==> config.mk <==
export PLATFORM = sky130hd
export DESIGN_NAME = mult_hilo_unit
export DESIGN_NICKNAME = d
export VERILOG_FILES = /design/src/rtl/mult_hilo_unit.sv
export SDC_FILE = /design/constraint.sdc
export NUM_CORES = 1
export LEC_CHECK = 0
export BUFFER_PORTS_ARGS = -buffer_cell sky130_fd_sc_hd__buf_2
export CELL_PAD_IN_SITES_DETAIL_PLACEMENT = 0
export CELL_PAD_IN_SITES_GLOBAL_PLACEMENT = 2
export CORE_ASPECT_RATIO = 1.75
export CORE_MARGIN = 5
export CORE_UTILIZATION = 30
export DETAILED_ROUTE_END_ITERATION = 6
export PLACE_DENSITY_LB_ADDON = 0.25
export SYNTH_ARGS = -nofsm -noshare
export SYNTH_HDL_FRONTEND = slang
export SYNTH_SLANG_ARGS = --single-unit
==> constraint.sdc <==
create_clock -name clock -period 4.2 [get_ports clock]
set_input_delay 0.21 -clock clock [delete_from_list [all_inputs] [get_ports clock]]
set_output_delay 0.21 -clock clock [all_outputs]
set_load 0.02 [all_outputs]
==> src/rtl/mult_hilo_unit.sv <==
// HI/LO sequencer for a pipelined 32x32 multiplier: converts signed operands to magnitudes,
// holds them on the multiplier for LATENCY edges, then captures (and re-signs) the product.
module mult_hilo_unit #(
  parameter int unsigned LATENCY = 4
) (
  input  logic        clock,
  input  logic        nreset,
  input  logic        start,
  input  logic        op_signed,
  input  logic [31:0] op_a,
  input  logic [31:0] op_b,
  input  logic        flush,
  input  logic        wr_hi,
  input  logic        wr_lo,
  input  logic [31:0] wdata,
  output logic [31:0] mul_a,
  output logic [31:0] mul_b,
  input  logic [31:0] mul_hi,
  input  logic [31:0] mul_lo,
  output logic        ready,
  output logic        busy,
  output logic        done,
  output logic [31:0] hi,
  output logic [31:0] lo
);

  typedef enum logic [0:0] {StIdle, StBusy} state_e;

  state_e      state_q, state_d;
  logic [3:0]  cnt_q, cnt_d;
  logic        neg_q, neg_d;
  logic [31:0] mul_a_q, mul_a_d;
  logic [31:0] mul_b_q, mul_b_d;
  logic [31:0] hi_q, hi_d;
  logic [31:0] lo_q, lo_d;
  logic        done_q, done_d;

  logic [63:0] prod;
  logic [63:0] prod_signed;

  assign prod        = {mul_hi, mul_lo};
  // Magnitudes are at most 2^31 each, so negating the 64-bit product is exact.
  assign prod_signed = neg_q ? (~prod + 64'd1) : prod;

  // Next-state: accept requests/writes in idle, count and capture in busy.
  always_comb begin
    state_d = state_q;
    cnt_d   = cnt_q;
    neg_d   = neg_q;
    mul_a_d = mul_a_q;
    mul_b_d = mul_b_q;
    hi_d    = hi_q;
    lo_d    = lo_q;
    done_d  = 1'b0;

    unique case (state_q)
      StIdle: begin
        if (wr_hi) hi_d = wdata;
        if (wr_lo) lo_d = wdata;
        if (start) begin
          // 0x80000000 negates to itself, which is the correct unsigned magnitude.
          mul_a_d = (op_signed && op_a[31]) ? (~op_a + 32'd1) : op_a;
          mul_b_d = (op_signed && op_b[31]) ? (~op_b + 32'd1) : op_b;
          neg_d   = op_signed & (op_a[31] ^ op_b[31]);
          cnt_d   = 4'd1;
          state_d = StBusy;
        end
      end
      StBusy: begin
        cnt_d = cnt_q + 4'd1;
        if (flush) begin
          // Abort wins over a coincident capture edge.
          cnt_d   = 4'd0;
          state_d = StIdle;
        end else if (cnt_q == 4'(LATENCY)) begin
          hi_d    = prod_signed[63:32];
          lo_d    = prod_signed[31:0];
          done_d  = 1'b1;
          cnt_d   = 4'd0;
          state_d = StIdle;
        end
      end
      default: state_d = StIdle;
    endcase
  end

  // State registers with synchronous active-low reset.
  always_ff @(posedge clock) begin
    if (!nreset) begin
      state_q <= StIdle;
      cnt_q   <= 4'd0;
      neg_q   <= 1'b0;
      mul_a_q <= 32'd0;
      mul_b_q <= 32'd0;
      hi_q    <= 32'd0;
      lo_q    <= 32'd0;
      done_q  <= 1'b0;
    end else begin
      state_q <= state_d;
      cnt_q   <= cnt_d;
      neg_q   <= neg_d;
      mul_a_q <= mul_a_d;
      mul_b_q <= mul_b_d;
      hi_q    <= hi_d;
      lo_q    <= lo_d;
      done_q  <= done_d;
    end
  end

  // Outputs are decoded purely from registered state.
  always_comb begin
    ready = (state_q == StIdle);
    busy  = (state_q == StBusy);
    done  = done_q;
    mul_a = mul_a_q;
    mul_b = mul_b_q;
    hi    = hi_q;
    lo    = lo_q;
  end

endmodule

==> impl_results.md, run 1 <==
* Main synth FF type: dfxtp_1
* Root buf cell: clkbuf_16
* CTS max path bufs at 2
* FF-to-FF setup slack at 1.28 ns
* Pint at between 2000 and 3000 µW
* Kind of critical path: reg2reg
* Tot GR Track Use at between 20% and 30%
* Post-DP HPWL at ~28000 µm
* Power Density at around 350 nW/µm²
* FF-to-FF path depth at 7
* # placed instances at ~1700
* Synth top area share at between 30% and 40%
* CP Max Fanout at 27
* H-tree depth at 4
* Footprint of the multi-input gates at ~5200 µm²
* Hold_buf cts at 0
* Critical path endpoint category: register
* Layout area overhead at 28.10%
* Fin crit share at between 60% and 70%
* CP Launch Type: register
* Data arrival, critical path at between 3 and 4 ns
* Outcome: finished, final reports clean
* Worst hold path type: in2reg
* Later-pin clock latency in the skew report at 0.44 ns
* Combinational power share at 23.0%
* Non-filler cells, final at about 1700
* Vias in the first global route at 9141
* R2r startpoint: busy
* GRT overflow at 0
* Post-Synthesis Cells at 1048
* Layout Skew at 0.006067 ns
* DRC Markers at 0
* Final setup viols at 0
* Tmin final at 2.920 ns
* Worst flop-to-flop path endpoint: lo[16]
* Worst VDD drop at about 0.27 mV
* Switch share at between 30% and 40%
* FILL cells at a little under 3000
* TNS Setup at 0 ns
* Synth Register Bits at 135
* Unrepaired setup endpoints after global routing: no
* Die area at 30860 µm²
* Leakage at approximately 0.0042 µW
* Synth warn at 0
* Die height at approximately 230 µm
* Rel. slew slack at a little over a quarter
* Detailed Routing Iterations Pass 1 at 6
* Sequential fraction of the synthesis area at ~33%
* FMAX at 0.3425 GHz
* Initial antenna violation count at 6
* Layout cells sized above 1 at 28.68%
* First-pass GRT wire length at between 50000 and 60000 µm
* Slew Viols, Final at 0
* Area leader, netlist: dfxtp_1
* Worst Tran Pin Value at 1.088 ns
* Net Count, Synth at 1220
* Largest net degree at the start of global routing at between 70 and 80
* Core ar. at between 20000 and 30000 µm²
* Post-route ant nets at 0
* Resized Gates After CTS at 0
* Cell variety after synth at 61
* Port bufs at 297
* Mapped cell area at 8197 µm²
* Final Hold Fails at 0
* Data required, critical path at between 4 and 5 ns
* TritonCTS buffer count at 17
* Avg Inst Size Synth at about 8 µm²
* Synth top cells by count: 135 x dfxtp_1, 103 x nor2_1, 96 x a21oi_1, 90 x o21ai_0, 72 x clkbuf_1
* Async S/R FF share, synth at 0%
* Sw power at ~1200 µW
* Largest cells by area after synthesis: dfxtp_1 33%, xor2_1 6.3%, a21oi_1 5.9%, o21ai_0 5.5%, nor2_1 4.7%
* Post-synth EDFFs at 0
* Maxcap violations at 0
* Critical Path Start: busy
* CTS tree: done
* Fin Hold WS at roughly 0.037 ns
* Pre-CTS setup slack at about 1.1 ns
* Storage cell area at between 2000 and 3000 µm²
* Drt via density at 5.394
* Postcts setup bufs at 0
* CTS Sinks at roughly 140
* Top Ports at 298
* Sequential share of power at roughly two fifths
* Clock power frac at 37.8%
* Routability congestion estimate at 0.8732
* # rows at 80
* Per-cell routed wire length at between 20 and 25 µm
* Clk pin slew, worst setup/hold paths at roughly 0.060 ns
* Routed vias at about 9100
* Worst Setup EP: lo[16]
* Drt total wl at around 37000 µm
* Final net count at approximately 1500
* Final setup margin at around 1.3 ns
* Iter 0 DRT Violations at approximately 500
* Die X at ~130 µm
* Top-count cell post-synth: dfxtp_1
* Initial core utilization at 30.22%
[cells in the final DEF, fill, tap and decap left out, types with 17 or more instances in the layout]
master / n
a211oi_1: 40
a21oi_1: 95
buf_2: 297
clkbuf_16: 17
dfxtp_1: 133
mux2i_1: 17
nand2_1: 70
nand3_1: 25
nor2_1: 102
nor3_1: 28
nor4_1: 24
o211ai_1: 21
o21ai_0: 90
o31ai_1: 25
o41ai_1: 19
or3_1: 27
xnor2_1: 33
xor2_1: 59
[cell families after synthesis]
group	after synthesis	synth area share (%)
compound gates	358	28.51
xor+xnor	92	9.831
fa+ha+maj	5	0.7632
buf+inv	92	4.335
flops	135	32.97
mux	17	2.076
simple gates	349	21.51
[per-layer routing]
metal	GRT usage, %	up-vias	wire length [µm]
met5	0	-	61
met1	23.17	4256	12670
li1	-	4433	-
met3	6.718	73	2427
met4	10.59	8	1646
met2	43.72	303	19800
[area by class of cell]
class / count / area share [%]
multi-input combinational: 821 / 49.13
sequential: 135 / 25.76
timing repair buffer: 310 / 15.09
clock buffer: 25 / 4.814
tap: 369 / 4.397
inverter: 16 / 0.5720
clock inverter: 4 / 0.1907
antenna: 2 / 0.04766
[worst min path at each step]
stage / startpoint / endpoint / slack (ns) / cells after the start
floorplan: op_a[0] / mul_a[0] / 0.35 / 2
CTS: op_a[0] / mul_a[0] / 0.01 / 3
global placement: lo[30] / lo[30] / 0.46 / 2
finish: op_b[0] / mul_b[0] / 0.04 / 3
global route: op_a[0] / mul_a[0] / 0.03 / 3
detailed placement: mul_a[0] / mul_a[0] / 0.45 / 2
[flip-flops by register name, summed over array words and instances, names as in the netlist]
signal / flops
busy: 1
cnt_q: 4
done: 1
hi: 32
lo: 32
mul_a: 32
mul_b: 32
neg_q: 1
[critical path, stage by stage, from the launching register on]
cell	delay, ns
dfxtp_2	0.71
inv_1	0.32
buf_4	0.29
nand2_1	0.21
nand2_1	0.62
o211ai_1	0.36
a21oi_1	0.07
a31o_2	0.23
[power groups by stage]
stage                     logic (µW)  clock network [µW]  registers (µW)
after floorplan                  362                   0            1590
after global placement           861                   0            1480
after detailed placement         862                   0            1480
after CTS                        866                1440            1450
after global routing             934                1500            1460
final                            854                1400            1450
[through the flow]
stage	total power [µW]	cell area, µm²	utilization, %
final	3706	10500	38.71
after global placement	2338	9970	36.75
after global routing	3892	10500	38.71
after floorplan	1949	8197	-
after CTS	3761	10500	38.69
after detailed placement	2339	9970	36.75
(Power assumes the default switching activity.)
==> run 2, diff against run 1 <==
--- a/config.mk
+++ b/config.mk
@@ -10,7 +10,7 @@
 export CELL_PAD_IN_SITES_GLOBAL_PLACEMENT = 2
 export CORE_ASPECT_RATIO = 1.75
 export CORE_MARGIN = 5
-export CORE_UTILIZATION = 30
+export CORE_UTILIZATION = 28
 export DETAILED_ROUTE_END_ITERATION = 6
 export PLACE_DENSITY_LB_ADDON = 0.25
 export SYNTH_ARGS = -nofsm -noshare
==> constraint.sdc (replaced) <==
create_clock -name clock -period 3 [get_ports clock]
set_input_delay 0.15 -clock clock [delete_from_list [all_inputs] [get_ports clock]]
set_output_delay 0.15 -clock clock [all_outputs]
set_load 0.02 [all_outputs]
==> impl_results.md, run 2 (synthesis results as in run 1) <==
* Outcome: finished, final reports clean
* Core ar. at between 20000 and 30000 µm²
* Postcts setup bufs at 0
* Switch share at between 30% and 40%
* Leakage at about 0.0044 µW
* CTS max path bufs at 2
* Buf+Inv Stages, Crit Path at 2
* Data required, critical path at 3.35 ns
* CTS Sinks at 135
* DR top layer: met5
* Initial core utilization at 28.09%
* Clk pin slew, worst setup/hold paths at 0.06 ns
* Slowest cell delay on critical path at about 0.75 ns
* CP Max Fanout at 12
* Per-cell routed wire length at 22.08 µm
* Final net count at around 1500
* Power Density at a little over 500 nW/µm²
* Maxcap violations at 0
* TNS Setup at 0 ns
* Die area at 32930 µm²
* DRC Markers at 0
* Layout cells sized above 1 at between 30% and 40%
* Post-DP HPWL at 29660 µm
* Sw power at about 1800 µW
* Later-pin clock latency in the skew report at 0.45 ns
* Drt total wl at around 38000 µm
* CP Launch Type: input pin
* Pint at about 4000 µW
* CP max-delay cell: nor4_1
* Sequential share of power at roughly 36%
* Critical path endpoint category: register
* Post-route ant nets at 0
* Die X at approximately 140 µm
* H-tree depth at 4
* Unrepaired setup endpoints after global routing: no
* Rel. slew slack at between 40% and 50%
* Worst Tran Pin Value at roughly 0.80 ns
* Footprint of the multi-input gates at 5159 µm²
* Port bufs at 297
* Combinational power share at 21.8%
* Fin Hold WS at about 0.02 ns
* Layout Skew at 0.007327 ns
* Vias in the first global route at between 9000 and 10000
* Commonest non-fill, non-tap cell in the layout: buf_2
* Commonest cells after routing, fill and taps aside: 297 x buf_2, 133 x dfxtp_1, 102 x nor2_1
* FILL cells at about 3200
* Layout area overhead at 33.74%
* Fin crit share at roughly four fifths
* Slew Viols, Final at 0
* Delay-heaviest family, CP: simple AND/OR/NAND/NOR gates
* First-pass GRT wire length at 56060 µm
* Worst hold path type: in2reg
* Top Ports at 298
* Storage cell area at 2705 µm²
* GRT overflow at 0
* Final Hold Fails at 0
* Clock power frac at a little over two fifths
* Largest net degree at the start of global routing at between 80 and 90
* Initial antenna violation count at 4
* Detailed Routing Iterations Pass 1 at 7
* Final setup viols at 0
* Most used cell, CP: nor4_1
* Iter 0 DRT Violations at around 380
* TritonCTS buffer count at 17
* WL met1 at between 10000 and 15000 µm
* FMAX at between 0.4 and 0.5 GHz
* Routed vias at around 9000
* CTS tree: done
* Crit path cell chain: buf_2 > or3_1 > nor4_1 > nand4_1 > buf_12 > o311ai_0 > a21oi_1 > nor4_1
* Die height at approximately 240 µm
* Tmin final at roughly 2.3 ns
* Tot GR Track Use at between 20% and 30%
* Met3 WL at roughly 2100 µm
* # rows at just over 80
* Met2 WL at 21000 µm
* Routability congestion estimate at ~0.86
* Data arrival, critical path at around 2.7 ns
* Root buf cell: clkbuf_16
* Worst VDD drop at around 0.42 mV
* Drt via density at approximately 5.3
* Kind of critical path: in2reg
[run 2: cell types whose count changed in the layout (fill, tap and decap cells not counted), sizes merged]
cell         before  now
clkinvlp          0    4
dlygate4sd3       0   11
buf             310  334
clkinv            4    3
clkbuf           25   20
bufinv            0    5
[run 2: layer usage]
metal | up-vias | GRT usage (%)
met5 | - | 0
met4 | 4 | 11.99
met3 | 75 | 5.233
met2 | 317 | 43.10
met1 | 4345 | 21.35
li1 | 4504 | -
[run 2: worst paths after layout]
path / from / endpoint / slack (ns) / cells past startpoint
min: op_b[11] / mul_b[11] / 0.02 / 3
max reg2reg: cnt_q[0] / lo[9] / 0.70 / 8
min reg2reg: lo[21] / lo[21] / 0.46 / 2
max: mul_lo[22] / hi[15] / 0.65 / 8
[run 2: power groups by stage]
stage	registers, µW	clock network, µW	logic [µW]
floorplan	2220	0	507
global placement	2060	0	1240
detailed placement	2060	0	1240
CTS	2030	2480	1250
global route	2040	2530	1350
finish	2030	2420	1240
[run 2: stage by stage]
step                      utilization (%)  area [µm²]  total power [µW]  setup slack (ns)  instances
after floorplan                         -        8197              2728            0.8040       1048
after global placement              34.92       10190              3302            0.2888       1688
after detailed placement            34.92       10190              3302            0.2203       1688
after CTS                           37.55       10960              5763            0.6847       1731
after global routing                37.56       10960              5916            0.5311       1732
final                               37.56       10960              5683            0.6531       1733
[run 2: cell type report]
type	instances	area share (%)
multi-input combinational	821	47.06
sequential	135	24.68
timing repair buffer	345	17.33
tap	382	4.360
clock buffer	20	4.166
clock inverter	12	1.815
inverter	16	0.5479
antenna	2	0.04566
[run 2: worst min-delay path: stages]
cell and delay [ns]:
buf_2 0.10, xor2_1 0.06, a21oi_1 0.13
[run 2: timing repair]
action                    4_1_cts  5_1_grt
hold endpoints to repair       11        0
hold buffers                   11        0
resized for setup               0        0
